File: config.mk
export PLATFORM = sky130hd
export DESIGN_NAME = instr_fetch_decode
export DESIGN_NICKNAME = d
export VERILOG_FILES = /design/src/rtl/instr_fetch_decode_pkg.sv /design/src/rtl/instr_skid_buf.sv /design/src/rtl/instr_fetch_decode.sv
export SDC_FILE = /design/constraint.sdc
export NUM_CORES = 1
export LEC_CHECK = 0
export CAP_MARGIN = 10
export CORE_ASPECT_RATIO = 1.5
export CORE_MARGIN = 1
export CORE_UTILIZATION = 53
export DETAILED_ROUTE_END_ITERATION = 8
export GPL_TIMING_DRIVEN = 1
export PLACE_DENSITY = 0.87
export SLEW_MARGIN = 20
export SYNTH_ARGS = -nofsm -noshare
export SYNTH_HDL_FRONTEND = slang
export SYNTH_SLANG_ARGS = --single-unit
File: constraint.sdc
create_clock -name clk -period 4.55 [get_ports clk]
set_clock_uncertainty 0.05 [all_clocks]
set_input_delay 0.91 -clock clk [delete_from_list [all_inputs] [get_ports clk]]
set_output_delay 0.91 -clock clk [all_outputs]
set_load 0.02 [all_outputs]
File: src/rtl/instr_fetch_decode_pkg.sv
// rtl/instr_fetch_decode_pkg.sv - Beta opcode constants, field layout, decoded entry type, legality check
package instr_fetch_decode_pkg;

  localparam logic [31:0] DEF_RESET_ADDR = 32'd0;
  localparam logic [31:0] DEF_ILLOP_ADDR = 32'd4;
  localparam logic [31:0] DEF_XADR_ADDR  = 32'd8;

  localparam int OPC_MSB = 31;
  localparam int OPC_LSB = 26;
  localparam int RC_MSB  = 25;
  localparam int RC_LSB  = 21;
  localparam int RA_MSB  = 20;
  localparam int RA_LSB  = 16;
  localparam int RB_MSB  = 15;
  localparam int RB_LSB  = 11;
  localparam int LIT_MSB = 15;

  localparam logic [5:0] OP_LD  = 6'h18;
  localparam logic [5:0] OP_ST  = 6'h19;
  localparam logic [5:0] OP_JMP = 6'h1B;
  localparam logic [5:0] OP_BEQ = 6'h1C;
  localparam logic [5:0] OP_BNE = 6'h1D;
  localparam logic [5:0] OP_LDR = 6'h1F;

  typedef enum logic [1:0] {
    BUF_EMPTY = 2'd0,
    BUF_ONE   = 2'd1,
    BUF_FULL  = 2'd2
  } buf_state_e;

  typedef struct packed {
    logic [31:0] pc;
    logic [31:0] instr;
    logic [5:0]  opcode;
    logic [4:0]  rc;
    logic [4:0]  ra;
    logic [4:0]  rb;
    logic [31:0] lit;
    logic        illop;
  } dec_entry_t;

  // ALU (0x20-0x2E) and ALU-constant (0x30-0x3E) classes leave every xx111 slot unassigned.
  function automatic logic is_legal_opcode(input logic [5:0] op);
    logic ok;
    ok = 1'b0;
    case (op)
      OP_LD, OP_ST, OP_JMP, OP_BEQ, OP_BNE, OP_LDR: ok = 1'b1;
      default: ok = op[5] && (op[2:0] != 3'b111);
    endcase
    return ok;
  endfunction

  function automatic dec_entry_t decode(input logic [31:0] pc, input logic [31:0] instr);
    dec_entry_t e;
    e.pc     = pc;
    e.instr  = instr;
    e.opcode = instr[OPC_MSB:OPC_LSB];
    e.rc     = instr[RC_MSB:RC_LSB];
    e.ra     = instr[RA_MSB:RA_LSB];
    e.rb     = instr[RB_MSB:RB_LSB];
    e.lit    = {{16{instr[LIT_MSB]}}, instr[LIT_MSB:0]};
    e.illop  = ~is_legal_opcode(instr[OPC_MSB:OPC_LSB]);
    return e;
  endfunction

endpackage

File: src/rtl/instr_skid_buf.sv
// rtl/instr_skid_buf.sv - 2-entry valid/ready buffer with flush; ready depends only on registered state
module instr_skid_buf
  import instr_fetch_decode_pkg::*;
#(
  parameter int W     = 32,
  parameter int DEPTH = 2
) (
  input  logic         i_clk,
  input  logic         i_rst_n,
  input  logic         i_flush,
  input  logic         i_in_tvalid,
  input  logic [W-1:0] i_in_tdata,
  output logic         o_in_tready,
  output logic         o_out_tvalid,
  input  logic         i_out_tready,
  output logic [W-1:0] o_out_tdata
);

  localparam logic [1:0] LP_CAP = 2'(DEPTH);

  buf_state_e r_state;
  buf_state_e w_next_state;
  logic [W-1:0] r_head;
  logic [W-1:0] r_tail;
  logic w_push;
  logic w_pop;

  assign o_in_tready  = (2'(r_state) < LP_CAP);
  assign o_out_tvalid = (r_state != BUF_EMPTY);
  assign o_out_tdata  = o_out_tvalid ? r_head : '0;
  assign w_push       = i_in_tvalid & o_in_tready;
  assign w_pop        = o_out_tvalid & i_out_tready;

  always_ff @(posedge i_clk) begin
    if (!i_rst_n) begin
      r_state <= BUF_EMPTY;
    end else begin
      r_state <= w_next_state;
    end
  end

  always_comb begin
    w_next_state = r_state;
    if (i_flush) begin
      w_next_state = BUF_EMPTY;
    end else begin
      case (r_state)
        BUF_EMPTY: if (w_push) w_next_state = BUF_ONE;
        BUF_ONE: begin
          if (w_push && !w_pop) w_next_state = BUF_FULL;
          else if (!w_push && w_pop) w_next_state = BUF_EMPTY;
        end
        BUF_FULL: if (w_pop) w_next_state = BUF_ONE;
        default: w_next_state = BUF_EMPTY;
      endcase
    end
  end

  // Head is always r_head; the tail slot only ever shifts forward on a pop from FULL.
  always_ff @(posedge i_clk) begin
    if (!i_rst_n) begin
      r_head <= '0;
      r_tail <= '0;
    end else begin
      case (r_state)
        BUF_EMPTY: if (w_push) r_head <= i_in_tdata;
        BUF_ONE: begin
          if (w_push && w_pop) r_head <= i_in_tdata;
          else if (w_push) r_tail <= i_in_tdata;
        end
        BUF_FULL: if (w_pop) r_head <= r_tail;
        default: r_head <= r_head;
      endcase
    end
  end

endmodule

File: src/rtl/instr_fetch_decode.sv
// rtl/instr_fetch_decode.sv - PC owner, ROM fetch, Beta field decode and 2-entry delivery buffer
module instr_fetch_decode
  import instr_fetch_decode_pkg::*;
#(
  parameter logic [31:0] RESET_ADDR = DEF_RESET_ADDR,
  parameter logic [31:0] ILLOP_ADDR = DEF_ILLOP_ADDR,
  parameter logic [31:0] XADR_ADDR  = DEF_XADR_ADDR,
  parameter int          DEPTH      = 2
) (
  input  logic        clk,
  input  logic        rst_n,
  output logic [31:0] imem_addr,
  input  logic [31:0] imem_data,
  input  logic        redirect_valid,
  input  logic [31:0] redirect_addr,
  input  logic        exc_illop,
  input  logic        exc_irq,
  output logic        out_valid,
  input  logic        out_ready,
  output logic [31:0] out_pc,
  output logic [31:0] out_pc4,
  output logic [31:0] out_instr,
  output logic [5:0]  out_opcode,
  output logic [4:0]  out_rc,
  output logic [4:0]  out_ra,
  output logic [4:0]  out_rb,
  output logic [31:0] out_lit,
  output logic        out_illop
);

  logic [31:0] r_pc;
  logic        w_flush;
  logic        w_fetch;
  logic        w_buf_ready;
  logic        w_buf_valid;
  dec_entry_t  w_push_entry;
  dec_entry_t  w_head;

  assign imem_addr    = r_pc;
  assign w_flush      = exc_illop | exc_irq | redirect_valid;
  assign w_fetch      = w_buf_ready & ~w_flush;
  assign w_push_entry = decode(r_pc, imem_data);

  always_ff @(posedge clk) begin
    if (!rst_n) begin
      r_pc <= RESET_ADDR;
    end else if (exc_illop) begin
      r_pc <= ILLOP_ADDR;
    end else if (exc_irq) begin
      r_pc <= XADR_ADDR;
    end else if (redirect_valid) begin
      r_pc <= {redirect_addr[31:2], 2'b00};
    end else if (w_fetch) begin
      r_pc <= r_pc + 32'd4;
    end
  end

  // A pop coinciding with a flush is discarded along with the rest of the buffer.
  instr_skid_buf #(
    .W     ($bits(dec_entry_t)),
    .DEPTH (DEPTH)
  ) u_buf (
    .i_clk        (clk),
    .i_rst_n      (rst_n),
    .i_flush      (w_flush),
    .i_in_tvalid  (~w_flush),
    .i_in_tdata   (w_push_entry),
    .o_in_tready  (w_buf_ready),
    .o_out_tvalid (w_buf_valid),
    .i_out_tready (out_ready & ~w_flush),
    .o_out_tdata  (w_head)
  );

  assign out_valid  = w_buf_valid;
  assign out_pc     = w_head.pc;
  assign out_pc4    = w_buf_valid ? (w_head.pc + 32'd4) : 32'd0;
  assign out_instr  = w_head.instr;
  assign out_opcode = w_head.opcode;
  assign out_rc     = w_head.rc;
  assign out_ra     = w_head.ra;
  assign out_rb     = w_head.rb;
  assign out_lit    = w_head.lit;
  assign out_illop  = w_head.illop;

endmodule

======== After elaboration in Yosys (flattened, before gate mapping) ========
Index checks and enable logic that the tools add are counted.
storage, ports and cells
  word-level logic and storage cells ...... 68
  output and inout bits ................... 183
  register bits ........................... 270
operators by class
  equal/unequal tests ..................... 13
  add/sub/neg operators ................... 2
  order comparisons ....................... 1
  multiplexer cells ....................... 16
  reduce and logical (&&, ||, !) cells .... 20
  bitwise logic cells ..................... 9
operator list
  cell                     count
  $mux W118                4
  $pmux W118 S3            1
  $mux W32                 3
  $add A32 B3 Y32 const B  2
  $eq A6 B5 Y1 const B     6
  $mux W2                  4
  $ne A2 B1 Y1 const B     3
  $pmux W2 S3              1
  $reduce_and A3 Y1        2
  $reduce_bool A3 Y1       2
  $reduce_or A6 Y1         1
  $logic_and A1 B1 Y1      4
  $mux W4                  1
  $not A1 Y1               4
  $reduce_and A4 Y1        1
  $reduce_bool A2 Y1       2
  $reduce_bool A4 Y1       1
  $reduce_or A2 Y1         2
  $reduce_or A4 Y1         1
  $and A1 B1 Y1            3
  $mux W3                  1
  $ne A3 B1 Y1 const B     1
  $ne A3 B3 Y1 const B     1
  $reduce_or A3 Y1         1
  other kinds (7)          9

======== Longest topological paths before layout ========
Gate-level depths: netlist (run 1).
  depth in word-level cells ............... 9
  depth in mapped cells ................... 11
  depth with buffers taken out ............ 9

======== Cells and area by module ========
From an unflattened synthesis (run 1), not the netlist that was laid out.
second synthesis, totals
  cells, all modules ...................... 1,582
  area, all modules ....................... 13,570.5 µm²
by module, submodules not included
  module              area each (µm²)  cells each  times used
  instr_skid_buf      10,817.9         1,213       1
  instr_fetch_decode  2,752.6          369         1

======== Worst setup path before layout (run 1) ========
Ideal clock, no wire load.
  kind .................................... register to output
  start point ............................. register u_buf.r_state[1]
  end point ............................... output port out_pc4[22]
  path slack .............................. 0.916 ns
  arrival time ............................ 2.674 ns
  data required time ...................... 3.590 ns
  buffers on the path ..................... 2
  cell stages (with the launch flop) ...... 12
  cell sequence ........................... dfxtp_1 > buf_4 > nor2_1 > inv_1 > clkbuf_1 > and2_1 > ha_1 > inv_1 > nor3_2 > nand3_1 > or3_1 > a21oi_1
between the ends
  word-level cells in the longest chain between the ends .. 4
RTL lines
  item                    RTL line                  RTL
  from (decl)             instr_skid_buf.sv:21      buf_state_e r_state;
  from (signal assigned)  instr_skid_buf.sv:38      r_state <= w_next_state;
  $reduce_bool A2 Y1      instr_skid_buf.sv:29      assign o_out_tvalid = (r_state != BUF_EMPTY);
  $mux W118               instr_skid_buf.sv:30      assign o_out_tdata = o_out_tvalid ? r_head : '0;
  named net out_pc[2]     instr_fetch_decode.sv:20  output logic [31:0] out_pc,
  $add A32 B3 Y32         instr_fetch_decode.sv:76  assign out_pc4 = w_buf_valid ? (w_head.pc + 32'd4) : 32'd0;
  $mux W32                instr_fetch_decode.sv:76
  to (decl)               instr_fetch_decode.sv:21  output logic [31:0] out_pc4,
The timed path passes the listed nets, and every way through them passes these cells.

======== Worst setup path in the final report (run 1) ========
  start point ............................. register u_buf.r_state[0]
  end point ............................... output port out_pc4[22]
between the ends
  word-level cells in the longest chain between the ends .. 4
RTL lines
  item                  RTL line
  $reduce_bool A2 Y1 *  instr_skid_buf.sv:29
  $mux W118             instr_skid_buf.sv:30
  $add A32 B3 Y32       instr_fetch_decode.sv:76
  $mux W32 *            instr_fetch_decode.sv:76
Mark *: on every way between the ends. The rest lies on a longest branch, timed or not.

==> results of run 1 <==
synth_stat cells (4+ instances only):
cell	n	area [um^2]
sky130_fd_sc_hd__xor2_1	32	280
sky130_fd_sc_hd__and3_1	4	25.0
sky130_fd_sc_hd__a21boi_0	62	465
sky130_fd_sc_hd__and2_1	64	400
sky130_fd_sc_hd__buf_4	91	683
sky130_fd_sc_hd__nor4_4	5	106
sky130_fd_sc_hd__inv_1	25	93.8
sky130_fd_sc_hd__nand4_1	18	113
sky130_fd_sc_hd__nor2_1	51	191
sky130_fd_sc_hd__nand2_1	219	822
sky130_fd_sc_hd__nor4_1	6	37.5
sky130_fd_sc_hd__o21ai_0	11	55.1
sky130_fd_sc_hd__mux2i_1	68	681
sky130_fd_sc_hd__nand3_1	18	90.1
sky130_fd_sc_hd__nor2b_1	5	31.3
sky130_fd_sc_hd__o211a_1	64	641
sky130_fd_sc_hd__a21oi_1	23	115
sky130_fd_sc_hd__and4_1	5	43.8
sky130_fd_sc_hd__buf_2	19	95.1
sky130_fd_sc_hd__o21a_1	15	113
sky130_fd_sc_hd__or3_1	7	43.8
sky130_fd_sc_hd__nor3_1	11	55.1
sky130_fd_sc_hd__xnor2_1	15	131
sky130_fd_sc_hd__nor3_2	4	40.0
sky130_fd_sc_hd__clkbuf_1	42	158
sky130_fd_sc_hd__dfxtp_1	158	3160
power by group:
part / switching, mW / total (mW) / internal [mW]
combinational: 0.130 / 0.268 / 0.138
clock: 0.580 / 1.48 / 0.897
sequential: 0.0404 / 1.46 / 1.42
total: 0.751 / 3.20 / 2.45
cells in the final DEF (no fill, tap or decap), types with 5 or more instances in the layout:
cell type and instances:
sky130_fd_sc_hd__a21boi_0 62, sky130_fd_sc_hd__a21oi_1 23, sky130_fd_sc_hd__and2_1 64, sky130_fd_sc_hd__and4_1 5
sky130_fd_sc_hd__buf_4 11, sky130_fd_sc_hd__clkbuf_16 17, sky130_fd_sc_hd__clkdlybuf4s50_1 242, sky130_fd_sc_hd__conb_1 6
sky130_fd_sc_hd__dfxtp_1 158, sky130_fd_sc_hd__inv_1 25, sky130_fd_sc_hd__mux2i_1 68, sky130_fd_sc_hd__nand2_1 219
sky130_fd_sc_hd__nand3_1 17, sky130_fd_sc_hd__nand4_1 18, sky130_fd_sc_hd__nor2_1 50, sky130_fd_sc_hd__nor2b_1 5
sky130_fd_sc_hd__nor3_1 11, sky130_fd_sc_hd__nor4_1 6, sky130_fd_sc_hd__nor4_4 5, sky130_fd_sc_hd__o211a_1 64
sky130_fd_sc_hd__o21a_1 15, sky130_fd_sc_hd__o21ai_0 11, sky130_fd_sc_hd__or3_1 7, sky130_fd_sc_hd__xnor2_1 15
sky130_fd_sc_hd__xor2_1 32
final cells by class:
cell class                 count  area share, %
clock buffer                  20           3.98
clock inverter                11           1.35
inverter                      25          0.818
multi-input combinational    740           41.7
sequential                   158           27.6
tap                          210           2.29
timing repair buffer         256           22.2
repair_timing:
item / CTS / global route
endpoints found under the setup margin: 0 / 1
gates resized for setup: 0 / 1
endpoints found under the hold margin: 0 / 0
worst reg2reg max path, delay by kind of cell (launching register included):
kind	cells	cell delay, ps
muxes	1	310
buffers and inverters	1	630
AOI/OAI and AO/OA	1	180
DFF	1	460
and+or+nand+nor	2	640
flip-flops by register name, summed over array words and instances, names as in the netlist:
signal         flops
u_buf.r_head      63
imem_addr         30
u_buf.r_state      2
u_buf.r_tail      63
stage by stage:
stage	util [%]	instance area, um^2	instances	hold WS [ps]
2_1_floorplan	-	9030	1084	387
3_3_place_gp	65.0	10800	1389	397
3_5_place_dp	65.0	10800	1389	406
4_1_cts	68.7	11500	1420	414
5_1_grt	68.7	11500	1420	434
6_report	68.7	11500	1420	410
routing by layer:
layer	vias to the layer above	GRT usage [%]	wire length, um
met5	-	0	0
met4	0	11.7	736
met3	53	4.82	1250
met2	271	48.3	12000
met1	3631	29.3	8920
li1	3791	-	-
cell families (layout without fill, tap and decap cells):
family                     Yosys count  in the layout
DFF                                158            158
buffers and inverters              186            312
adders and majority gates            3              3
other                                1              6
muxes                               71             71
and+or+nand+nor                    429            429
AOI/OAI and AO/OA                  184            184
xor gates and xnor gates            47             47
path summary, 6_finish.rpt:
kind / slack (ps) / start / endpoint
worst max-delay path: 310 / u_buf.r_state[0] / out_pc4[22]
worst min-delay path: 410 / u_buf.r_tail[81] / u_buf.r_tail[81]
worst max register to register: 2160 / u_buf.r_state[0] / u_buf.r_head[110]
worst min register to register: 410 / u_buf.r_tail[81] / u_buf.r_tail[81]
==> impl_summary.txt, run 1 <==
----------------------------------------------------
[Worst setup path]
  Max incr delay on CP ... 650 ps
  CP Max Fanout ... 7
  Number of cells on the worst reg-to-reg path ... 5
  Crit path cell chain ... nor2_2, inv_1, and2_1, ha_1, inv_1, nor3_4, nand3_1, or3_1, a21oi_1, clkdlybuf4s50_1
  Crit Path Class ... reg2out
  Largest delay contributor family on the critical path ... simple AND/OR/NAND/NOR gates
  Path length in cells of the critical path ... 10
  Kind of start point of the critical path ... register
  Arrival time at the worst endpoint ... 3280 ps
  Endpoint type of the worst setup path ... primary output
  WP buf/inv ... 3
  Most used cell along the critical path ... sky130_fd_sc_hd__inv_1
  Worst path slowest cell ... sky130_fd_sc_hd__clkdlybuf4s50_1
  Critical Path RT ... 3590 ps

[Synth]
  Post-Synth XOR/XNOR Area ... 4.57%
  Number of storage elements in the synthesis netlist ... 158
  Syn Inst Count ... 1079
  Yosys warning count ... 0
  Count of different cell masters after synthesis ... 51
  Avg Synthesized Cell Area ... 8.35 um^2
  Main combinational cell family by area after synthesis ... simple AND/OR/NAND/NOR gates
  Leading register cell type out of synthesis ... sky130_fd_sc_hd__dfxtp_1
  Compound-cell area share of the yosys netlist ... 16.1%
  Multiplexer share of the synthesized area ... 7.93%
  Simple-gate portion of the synthesized area ... 23.6%
  Sequential fraction of the synthesis area ... 35.1%
  Fraction of registers with async set or reset after synthesis ... 0%
  Count of flip-flops with a built-in enable after synthesis ... 0
  Post-synth design cell area ... 9010 um^2
  Adder and majority cell fraction of the synthesized area ... 0.389%

[GRT]
  First-pass GRT wire length ... 36600 um
  Largest net degree at the start of global routing ... 127
  Via count of the first global-routing pass ... 7280
  Global-route congestion overflow total ... 0
  Total global routing track utilization ... 26.5%
  Antenna violations before repair ... 0

[Pwr]
  Total power divided by cell area ... 279 nW/um^2
  Reported leakage power ... 5.16 nW
  VDD IR max ... 0.196 mV
  Post-layout power ... 3.20 mW

[Clocking]
  Root Buffer ... sky130_fd_sc_hd__clkbuf_16
  Post-CTS Hold Fix Bufs ... 0
  Clk buf depth ... 2
  Clock latency at the later pin of the worst-skew pair ... 420 ps
  Number of buffers inserted by post-CTS setup repair ... 0
  Clock-pin slew reported for the worst setup and hold paths after clock tree synthesis ... 60 ps
  Clock sink count ... 158
  Cts bufs inserted ... 17
  TritonCTS clock tree ... built
  H-tree Lvls ... 4

[Timing]
  Post-Route Setup TNS ... 0 ps
  Fin crit period ... 4240 ps
  Share of the cycle needed by the critical path after routing ... 93.1%
  Worst Slack Setup Final ... 315 ps
  Setup repair after global routing missed its margin ... false
  Maximum clock frequency ... 236 MHz
  Number of failing hold endpoints at the final stage ... 0
  Slew Limit Headroom ... 48.1%
  Total count of max-transition violations in the final report ... 0
  Transition at the pin with the smallest max-transition slack ... 779 ps
  Number of failing setup endpoints in the final timing report ... 0

[Cells and area]
  Area grow syn2layout ... 27.2%
  Ratio of cells with drive above 1 in the final layout ... 5.70%
  Number of filler instances in the final layout ... 1348
  Area of the multi-input gates ... 4780 um^2
  Number of nets in the finished design ... 1270
  Flip-flop and latch area ... 3160 um^2
  N_diodes ... 0

[Die]
  Area of the die ... 17500 um^2
  Core footprint ... 16700 um^2
  Initial core utilization ... 54.0%
  Horizontal die dimension ... 108 um
  Row cnt ... 58
  Count of pins on the block boundary ... 253
  Die extent in y ... 162 um

[Min path]
  Path type of the worst min-delay path ... reg2reg
  Hold Crit Depth ... 2

[Job]
  Max-capacitance violation count ... 0

[Routing]
  Total DRC errors in the routed layout ... 0
  Routed Wire Length ... 22900 um
  Detail-routed net length per standard cell ... 16.1 um
  First DRT Iteration DRCs ... 443
  Detailed Routing Iterations Pass 1 ... 5
  Via count ... 7746
  Count of nets left with antenna violations after detail routing ... 0
  Number of vias per cell ... 5.45

[Placed design]
  # port buffers ... 244
  Estimated wirelength of the detail-placed design ... 16100 um
  Gp weighted congestion ... 0.867
  Place WS ... 638 ps

[Run status]
  Status ... finished clean

----------------------------------------------------
Note: power is estimated with default switching activity, not from simulation.
==> run 2, diff against run 1 <==
CORE_UTILIZATION = 45   (was 53)
PLACE_DENSITY = 0.76   (was 0.87)
==> run 2 against run 1 <==
  * Combinational power is 1% higher
  * Maximum frequency is 0.46% higher
  * Power is 3.0% lower
  * Final area is 0.60% higher
  * Register-to-register slack worse by 60 ps
  * Critical path depth is 1 higher
  * Die area is 17% higher
  * Sequential cell count stayed put
  * Setup slack better by 19 ps
  * Critical path type unchanged
  * Critical endpoint unchanged
==> impl_summary.txt, run 2 (synthesized netlist as in run 1, its figures left out) <==
----------------------------------------------------
[Run status]
  Status ... finished clean (unchanged)

[Timing]
  Transition at the pin with the smallest max-transition slack ... 978 ps (was 779 ps)
  Slew Limit Headroom ... 34.6% (was 48.1%)
  Total count of max-transition violations in the final report ... 0 (unchanged)
  Number of failing hold endpoints at the final stage ... 0 (unchanged)
  Maximum clock frequency ... 237 MHz (was 236 MHz)
  Share of the cycle needed by the critical path after routing ... 92.7% (was 93.1%)
  Worst hold slack after final layout ... 411 ps (was 410 ps)
  Number of failing setup endpoints in the final timing report ... 0 (unchanged)
  Worst Slack Setup Final ... 334 ps (was 315 ps)
  Fin crit period ... 4220 ps (was 4240 ps)
  Setup repair after global routing missed its margin ... false (unchanged)
  Post-Route Setup TNS ... 0 ps (unchanged)

[GRT]
  Global-route congestion overflow total ... 0 (unchanged)
  Largest net degree at the start of global routing ... 86 (was 127)
  Via count of the first global-routing pass ... 7200 (was 7280)
  Total global routing track utilization ... 22.7% (was 26.5%)
  First-pass GRT wire length ... 37400 um (was 36600 um)
  Antenna violations before repair ... 0 (unchanged)

[Cells and area]
  Most common library cell in the layout ignoring fill and taps ... sky130_fd_sc_hd__clkdlybuf4s50_1 (unchanged)
  Area grow syn2layout ... 28.0% (was 27.2%)
  Number of nets in the finished design ... 1274 (was 1270)
  Most used cells in the layout excluding fill and tap cells ... sky130_fd_sc_hd__clkdlybuf4s50_1, sky130_fd_sc_hd__nand2_1, sky130_fd_sc_hd__dfxtp_1 (unchanged)
  Ratio of cells with drive above 1 in the final layout ... 6.09% (was 5.70%)
  N_diodes ... 0 (unchanged)
  Final core utilization ... 58.5% (was 68.7%)

[Pwr]
  Reported leakage power ... 5.15 nW (was 5.16 nW)
  Total power divided by cell area ... 270 nW/um^2 (was 279 nW/um^2)
  Post-layout power ... 3.11 mW (was 3.20 mW)
  VDD IR max ... 0.206 mV (was 0.196 mV)

[Worst setup path]
  Worst reg2reg path startpoint ... u_buf.r_state[1] (was u_buf.r_state[0])
  Endpoint type of the worst setup path ... primary output (unchanged)
  CP Max Fanout ... 9 (was 7)
  Reg-to-reg endpoint ... u_buf.r_tail[72] (was u_buf.r_head[110])
  Register-to-register setup slack ... 2100 ps (was 2160 ps)
  Start point of the critical path ... u_buf.r_state[1] (was u_buf.r_state[0])
  Number of cells on the worst reg-to-reg path ... 5 (unchanged)
  Kind of start point of the critical path ... register (unchanged)
  Critical Path RT ... 3590 ps (about the same)
  Path length in cells of the critical path ... 11 (was 10)
  Most used cell along the critical path ... sky130_fd_sc_hd__inv_1 (unchanged)
  End point of the critical path ... out_pc4[22] (unchanged)
  Arrival time at the worst endpoint ... 3260 ps (was 3280 ps)
  Crit path cell chain ... nor2_2, inv_1, and2_1, ha_1, inv_1, nor3_2, buf_4, nand3_1, or3_1, a21oi_1, clkdlybuf4s50_1 (was nor2_2, inv_1, and2_1, ha_1, inv_1, nor3_4, nand3_1, or3_1, a21oi_1, clkdlybuf4s50_1)
  WP buf/inv ... 4 (was 3)
  Worst path slowest cell ... sky130_fd_sc_hd__clkdlybuf4s50_1 (unchanged)
  Crit Path Class ... reg2out (unchanged)
  Max incr delay on CP ... 640 ps (was 650 ps)
  Largest delay contributor family on the critical path ... buffers and inverters (was simple AND/OR/NAND/NOR gates)

[Job]
  Max-capacitance violation count ... 0 (unchanged)

[Routing]
  Count of nets left with antenna violations after detail routing ... 0 (unchanged)
  Met2 WL ... 11600 um (was 12000 um)
  Routed length on met3 ... 1050 um (was 1250 um)
  Highest layer used for signal routing ... met4 (unchanged)
  Met1 Routed Length ... 9540 um (was 8920 um)
  Routed Wire Length ... 22900 um (about the same)
  First DRT Iteration DRCs ... 476 (was 443)
  Detail-routed net length per standard cell ... 15.5 um (was 16.1 um)
  Detailed Routing Iterations Pass 1 ... 4 (was 5)
  Number of vias per cell ... 5.15 (was 5.45)
  Via count ... 7594 (was 7746)
  Total DRC errors in the routed layout ... 0 (unchanged)

[Clocking]
  Clock sink count ... 158 (unchanged)
  Cts bufs inserted ... 17 (unchanged)
  Clk buf depth ... 2 (unchanged)
  TritonCTS clock tree ... built (unchanged)
  H-tree Lvls ... 4 (unchanged)
  Clock latency at the later pin of the worst-skew pair ... 430 ps (was 420 ps)
  Number of buffers inserted by post-CTS setup repair ... 0 (unchanged)
  Root Buffer ... sky130_fd_sc_hd__clkbuf_16 (unchanged)
  Clock-pin slew reported for the worst setup and hold paths after clock tree synthesis ... 70 ps (was 60 ps)

[Min path]
  Path type of the worst min-delay path ... reg2reg (unchanged)

[Placed design]
  Estimated wirelength of the detail-placed design ... 16200 um (was 16100 um)
  Place WS ... 621 ps (was 638 ps)
  Gp weighted congestion ... 0.819 (was 0.867)
  # port buffers ... 244 (unchanged)

[Die]
  Count of pins on the block boundary ... 253 (unchanged)
  Core footprint ... 19700 um^2 (was 16700 um^2)
  Row cnt ... 63 (was 58)
  Initial core utilization ... 45.7% (was 54.0%)
  Area of the die ... 20600 um^2 (was 17500 um^2)
  Horizontal die dimension ... 118 um (was 108 um)
  Die extent in y ... 175 um (was 162 um)

----------------------------------------------------
-- run 2: per-stage QoR --
step / area (um^2) / std cells
2_1_floorplan: 9030 / 1084
3_3_place_gp: 11000 / 1443
3_5_place_dp: 11000 / 1443
4_1_cts: 11500 / 1475
5_1_grt: 11500 / 1475
6_report: 11500 / 1475
-- run 2: worst reg2reg max path, delay by kind of cell, from the launching register on --
kind / cells / cell delay, ps
DFF: 1 / 410
and+or+nand+nor: 3 / 1260
buffers and inverters: 1 / 500
AOI/OAI and AO/OA: 1 / 90
-- run 2: layer usage --
layer	vias up	track usage (%)
met2	229	41.1
met1	3526	26.0
li1	3798	-
met3	41	4.55
met5	-	0
met4	0	9.03
-- run 2: report_power, final --
group | internal, mW | switching, mW
Combinational | 0.141 | 0.131
Sequential | 1.42 | 0.0391
Clock | 0.787 | 0.592
-- run 2: final cells by class --
class,instances,area (um^2)
clock inverters,11,108
well taps,260,325
repair buffers,260,2610
inverters,25,93.8
clock buffers,21,460
flip-flops and latches,158,3160
fillers,1767,8170
multi-input cells,740,4780
-- run 2: how the worst min path moves through the flow --
stage	from	end	slack, ps	cells after the start
after floorplan	u_buf.r_head[0]	u_buf.r_head[0]	390	2
after CTS	u_buf.r_tail[68]	u_buf.r_tail[68]	410	2
after global routing	u_buf.r_tail[68]	u_buf.r_tail[68]	430	2
after global placement	u_buf.r_tail[77]	u_buf.r_tail[77]	400	2
after detailed placement	u_buf.r_tail[90]	u_buf.r_tail[90]	410	2
final	u_buf.r_tail[68]	u_buf.r_tail[68]	410	2
-- run 2: timing repair --
item	CTS	global route
gates resized for setup	0	1
endpoints found under the setup margin	0	3
endpoints found under the hold margin	0	0
hold buffers	0	0
